$ cat config.mk
export PLATFORM = sky130hd
export DESIGN_NAME = toggle_bank_arbiter
export DESIGN_NICKNAME = d
export VERILOG_FILES = /design/src/rtl/toggle_bank_arbiter.sv
export SDC_FILE = /design/constraint.sdc
export NUM_CORES = 1
export LEC_CHECK = 0
export CORE_ASPECT_RATIO = 1.5
export CORE_MARGIN = 4
export CORE_UTILIZATION = 47
export CTS_CLUSTER_SIZE = 12
export DETAILED_ROUTE_END_ITERATION = 16
export PLACE_DENSITY = 0.8
export SLEW_MARGIN = 10
export SYNTH_ARGS = -nofsm -noshare
export SYNTH_HDL_FRONTEND = slang
export SYNTH_SLANG_ARGS = --single-unit
$ cat constraint.sdc
create_clock -name clk -period 2.8 [get_ports clk]
set_clock_uncertainty 0.05 [all_clocks]
set_input_delay 0.28 -clock clk [delete_from_list [all_inputs] [get_ports clk]]
set_output_delay 0.28 -clock clk [all_outputs]
set_load 0.1 [all_outputs]
$ cat src/rtl/toggle_bank_arbiter.sv
// Round-robin arbiter that applies one requester's toggle mask to a shared bank per req/ack handshake.
// Optional RELEASE timeout with sticky err and per-requester blocking: `define TBA_RELEASE_TIMEOUT_EN.
module toggle_bank_arbiter #(
    parameter int NREQ    = 4,
    parameter int WIDTH   = 8,
    parameter int TIMEOUT = 16
) (
    input  logic                  clk,
    input  logic                  reset,
    input  logic                  en,
    input  logic [NREQ-1:0]       req,
    input  logic [NREQ*WIDTH-1:0] tmask,
    output logic [NREQ-1:0]       gnt,
    output logic [NREQ-1:0]       ack,
    output logic [WIDTH-1:0]      q,
    output logic                  busy,
    output logic                  err
);

    // state     | meaning
    // S_IDLE    | waiting for an eligible request while en=1
    // S_GRANT   | gnt asserted, winner's mask captured
    // S_APPLY   | bank toggled by captured mask, pointer advanced
    // S_RELEASE | ack asserted until winner drops req (or times out)
    typedef enum logic [1:0] {S_IDLE, S_GRANT, S_APPLY, S_RELEASE} state_t;

    localparam int IDXW = (NREQ > 1) ? $clog2(NREQ) : 1;

    state_t            state_q, state_d;
    logic [IDXW-1:0]   ptr_q, ptr_d;
    logic [IDXW-1:0]   win_q, win_d;
    logic [NREQ-1:0]   gnt_q, gnt_d;
    logic [NREQ-1:0]   blocked_q, blocked_d;
    logic [WIDTH-1:0]  bank_q, bank_d;
    logic [WIDTH-1:0]  mask_q, mask_d;
    logic              busy_q, busy_d;
    logic              err_q, err_d;

    logic [NREQ-1:0]   eligible;
    logic              found;
    logic [IDXW-1:0]   pick;
    logic [IDXW:0]     idx_sum;
    logic [IDXW-1:0]   idx;

`ifdef TBA_RELEASE_TIMEOUT_EN
    logic [7:0]        cnt_q, cnt_d;
`else
    logic [7:0]        unused_timeout;
    assign unused_timeout = 8'(TIMEOUT);
`endif

    // First eligible index at or above ptr, wrapping.
    always_comb begin
        eligible = req & ~blocked_q;
        found    = 1'b0;
        pick     = '0;
        idx_sum  = '0;
        idx      = '0;
        for (int k = 0; k < NREQ; k++) begin
            idx_sum = {1'b0, ptr_q} + (IDXW+1)'(k);
            if (idx_sum >= (IDXW+1)'(NREQ)) begin
                idx_sum = idx_sum - (IDXW+1)'(NREQ);
            end
            idx = idx_sum[IDXW-1:0];
            if (!found && eligible[idx]) begin
                found = 1'b1;
                pick  = idx;
            end
        end
    end

    always_comb begin
        state_d = state_q;
        ptr_d   = ptr_q;
        win_d   = win_q;
        gnt_d   = gnt_q;
        bank_d  = bank_q;
        mask_d  = mask_q;
        err_d   = err_q;
`ifdef TBA_RELEASE_TIMEOUT_EN
        blocked_d = blocked_q & req;
        cnt_d     = cnt_q;
`else
        blocked_d = '0;
`endif
        case (state_q)
            S_IDLE: begin
                if (en && found) begin
                    win_d       = pick;
                    gnt_d       = '0;
                    gnt_d[pick] = 1'b1;
                    state_d     = S_GRANT;
                end
            end
            S_GRANT: begin
                mask_d  = tmask[int'(win_q)*WIDTH +: WIDTH];
                state_d = S_APPLY;
            end
            S_APPLY: begin
                bank_d  = bank_q ^ mask_q;
                ptr_d   = (win_q == IDXW'(NREQ-1)) ? '0 : win_q + 1'b1;
                state_d = S_RELEASE;
`ifdef TBA_RELEASE_TIMEOUT_EN
                cnt_d   = 8'(TIMEOUT - 1);
`endif
            end
            S_RELEASE: begin
                if (!req[win_q]) begin
                    gnt_d   = '0;
                    state_d = S_IDLE;
                end
`ifdef TBA_RELEASE_TIMEOUT_EN
                else if (cnt_q == 8'd0) begin
                    gnt_d            = '0;
                    err_d            = 1'b1;
                    blocked_d[win_q] = 1'b1;
                    state_d          = S_IDLE;
                end else begin
                    cnt_d = cnt_q - 8'd1;
                end
`endif
            end
            default: state_d = S_IDLE;
        endcase
        busy_d = (state_d != S_IDLE);
    end

    always_ff @(posedge clk) begin
        if (reset) begin
            state_q   <= S_IDLE;
            ptr_q     <= '0;
            win_q     <= '0;
            gnt_q     <= '0;
            blocked_q <= '0;
            bank_q    <= '0;
            mask_q    <= '0;
            busy_q    <= 1'b0;
            err_q     <= 1'b0;
`ifdef TBA_RELEASE_TIMEOUT_EN
            cnt_q     <= '0;
`endif
        end else begin
            state_q   <= state_d;
            ptr_q     <= ptr_d;
            win_q     <= win_d;
            gnt_q     <= gnt_d;
            blocked_q <= blocked_d;
            bank_q    <= bank_d;
            mask_q    <= mask_d;
            busy_q    <= busy_d;
            err_q     <= err_d;
`ifdef TBA_RELEASE_TIMEOUT_EN
            cnt_q     <= cnt_d;
`endif
        end
    end

    assign gnt  = gnt_q;
    assign ack  = (state_q == S_RELEASE) ? gnt_q : '0;
    assign q    = bank_q;
    assign busy = busy_q;
    assign err  = err_q;

endmodule

==> reports/results.ini <==
[grt]
antenna_found_initial=0
grt_pass1_wl_mm=5.94
overflow=0
grt_pass1_vias=1357
grt_max_degree=19
track_usage=0.183

[final_layout]
synthToLayoutAreaGrowth_pct=38.4
fin_cells=250
drive_gt1_frac=0.176
n_antenna_cell=0
fin_nets=256
stdcell_area_sq_mm=0.00210

[logic_synthesis]
syn_inst=157
yosys.area.top_type=dfxtp_1
syn-num-nets=202
ys_warn_count=0
synth_compound_area_frac=0.128
ys_seq_area_frac=0.356
synth_top_family_by_area=multiplexers
yosysUniqueCellTypes=38
synth.top_cell.area_share=0.356
synthTopCellsByArea=dfxtp_1 36%, mux4_2 12%, mux2i_1 6.6%
synth_area_per_cell_sq_um=9.66
synth_xor_area_frac=0.0462
synthAdderAreaFrac=0.0495
async_reset_ff_frac=0
synthMuxAreaShare=0.202
yosys.area_share.simple=0.172
synth-edff-count=0
synth_ff_type=dfxtp_1
syn_area_sq_mm=0.00152
ys_seq_elements=27

[die]
die_h_um=77.6
core-area_sq_mm=0.00313
dieArea_sq_mm=0.00422
die_w_um=54.4
boundaryPins=57
initial_utilization=0.485
num_rows=25

[drt]
ant_nets=0
wl_per_cell_um=14.3
drc=0
drt_iter0_drc=27
highest_layer=met4
drt_wl_total_mm=3.58
first_pass_iters=4
avgViaCountPerCell=5.30
wl_met1_mm=1.41
wl_met3_um=272
num_vias=1326
route.met2.wl_mm=1.86

[setup_path]
end_kind=register
required_ps=2900
worstPathMaxFanout=8
cp.arrival_ps=2370
path_class=register to register
r2r_cells=5
cp-start-kind=register

[timing]
slew_violations=0
fmax_mhz=440
fin_crit_ps=2270
period_share=0.811
grt_setup_unrepaired=no
max_slew_margin=0.476
setup_violations=0
final_hold_viol_count=0
final.setup.tns_ps=0
worstMarginPinSlew_ps=786

[power]
internal-power_uw=667
p_leak_nw=0.817
cellPowerDensity_mw_per_mm2=478
power.switching_uw=335
power_switching_share=0.335
p_clk_frac=0.212
pwr-share-comb=0.350
vdd_drop_max_uv=467
p_total_mw=1.00
power_frac_seq=0.438

[placed_design]
hpwl_mm=2.91
post-place-cells=246
io_buffers=55
placed_area_sq_mm=0.00205
place_congestion=0.767

[job]
drv_cap=0

[status]
outcome=finished, final reports clean

[cts]
cts_resized=0
cts_tree=done
holdBufCountCts=0
worstSkewPairLatency_ps=260
numCtsBuffers=3
post_cts_buffers=0
clock_path_buffers=2
cts-root-buf=clkbuf_8
clk_pin_slew_ps=80
h-tree-depth=1
cts.sinks=27

[hold_path]
holdPathStages=2
hold_path_class=register to register

-- stage by stage --
stage           util  setup WS, ps  hold WS (ps)
6_report       0.671           528           457
5_1_grt        0.671           434           491
4_1_cts        0.671           547           463
3_5_place_dp   0.656           306           439
3_3_place_gp   0.656           483           425
2_1_floorplan      -           657           401
-- layout make-up --
class	instances	area, sq um
Clock buffer	4	45.0
Fill cell	257	1030
Inverter	8	30.0
Multi-Input combinational cell	114	910
Sequential cell	27	541
Tap cell	40	50.0
Timing Repair Buffer	57	523
-- placed cells by master, fill, tap and decap left out, types with 2 or more instances in the layout --
cell and n:
clkdlybuf4s50_1 38, dfxtp_1 27, nor2_1 25, buf_4 19
nand2_1 11, mux2i_1 10, inv_1 8, xor2_1 8
mux4_2 8, nor2b_1 6, ha_1 6, and2_1 5
o41ai_1 5, a211o_1 4, clkbuf_8 3, a211oi_1 2
or2_2 2, nor3_1 2, o21ai_0 2
-- per-layer routing --
layer / GRT usage / vias up
met1: 0.201 / 616
met2: 0.338 / 43
met4: 0.0524 / 0
met5: 0 / -
li1: - / 663
met3: 0.0307 / 4
-- cell usage after synthesis (all sizes together), types with 2 or more instances --
library cell  count
o41ai             6
ha                6
nor2b             6
o21ai             2
nand2            12
mux2              2
and2              5
buf               4
xor2              8
nor3              2
or2               2
a211oi            2
a211o             4
dfxtp            27
nor2             25
inv               8
mux2i            10
mux4              8
clkbuf            4
-- worst max-delay path: stages, from the launching register on --
cell and delay, ps:
dfxtp_1 350, ha_1 280, and2_1 200, a222oi_1 670, nand2_2 170, o41ai_1 430
-- state kept, by name (all words and copies together), names as in the netlist --
signal,count
ptr_q,2
state_q,2
mask_q,8
busy,1
gnt,4
win_q,2
q,8
-- cell families after synthesis --
family	count (synthesis)
AOI/OAI and AO/OA	23
xor gates and xnor gates	8
adders and majority gates	6
buffers and inverters	16
DFF	27
muxes	20
other	1
and+or+nand+nor	56
-- final timing paths --
check	end	slack (ps)	from
setup / recovery	gnt[0]	530	state_q[0]
hold / removal	mask_q[6]	460	mask_q[6]
setup reg to reg	gnt[0]	530	state_q[0]
hold reg to reg	mask_q[6]	460	mask_q[6]
-- power groups by stage --
stage          Sequential [mW]  Clock, mW  Combinational [mW]
5_1_grt                  0.443      0.234               0.380
6_report                 0.439      0.212               0.351
2_1_floorplan            0.516          0               0.173
3_3_place_gp             0.446          0               0.343
3_5_place_dp             0.448          0               0.354
4_1_cts                  0.439      0.219               0.355
(Power assumes the default switching activity.)
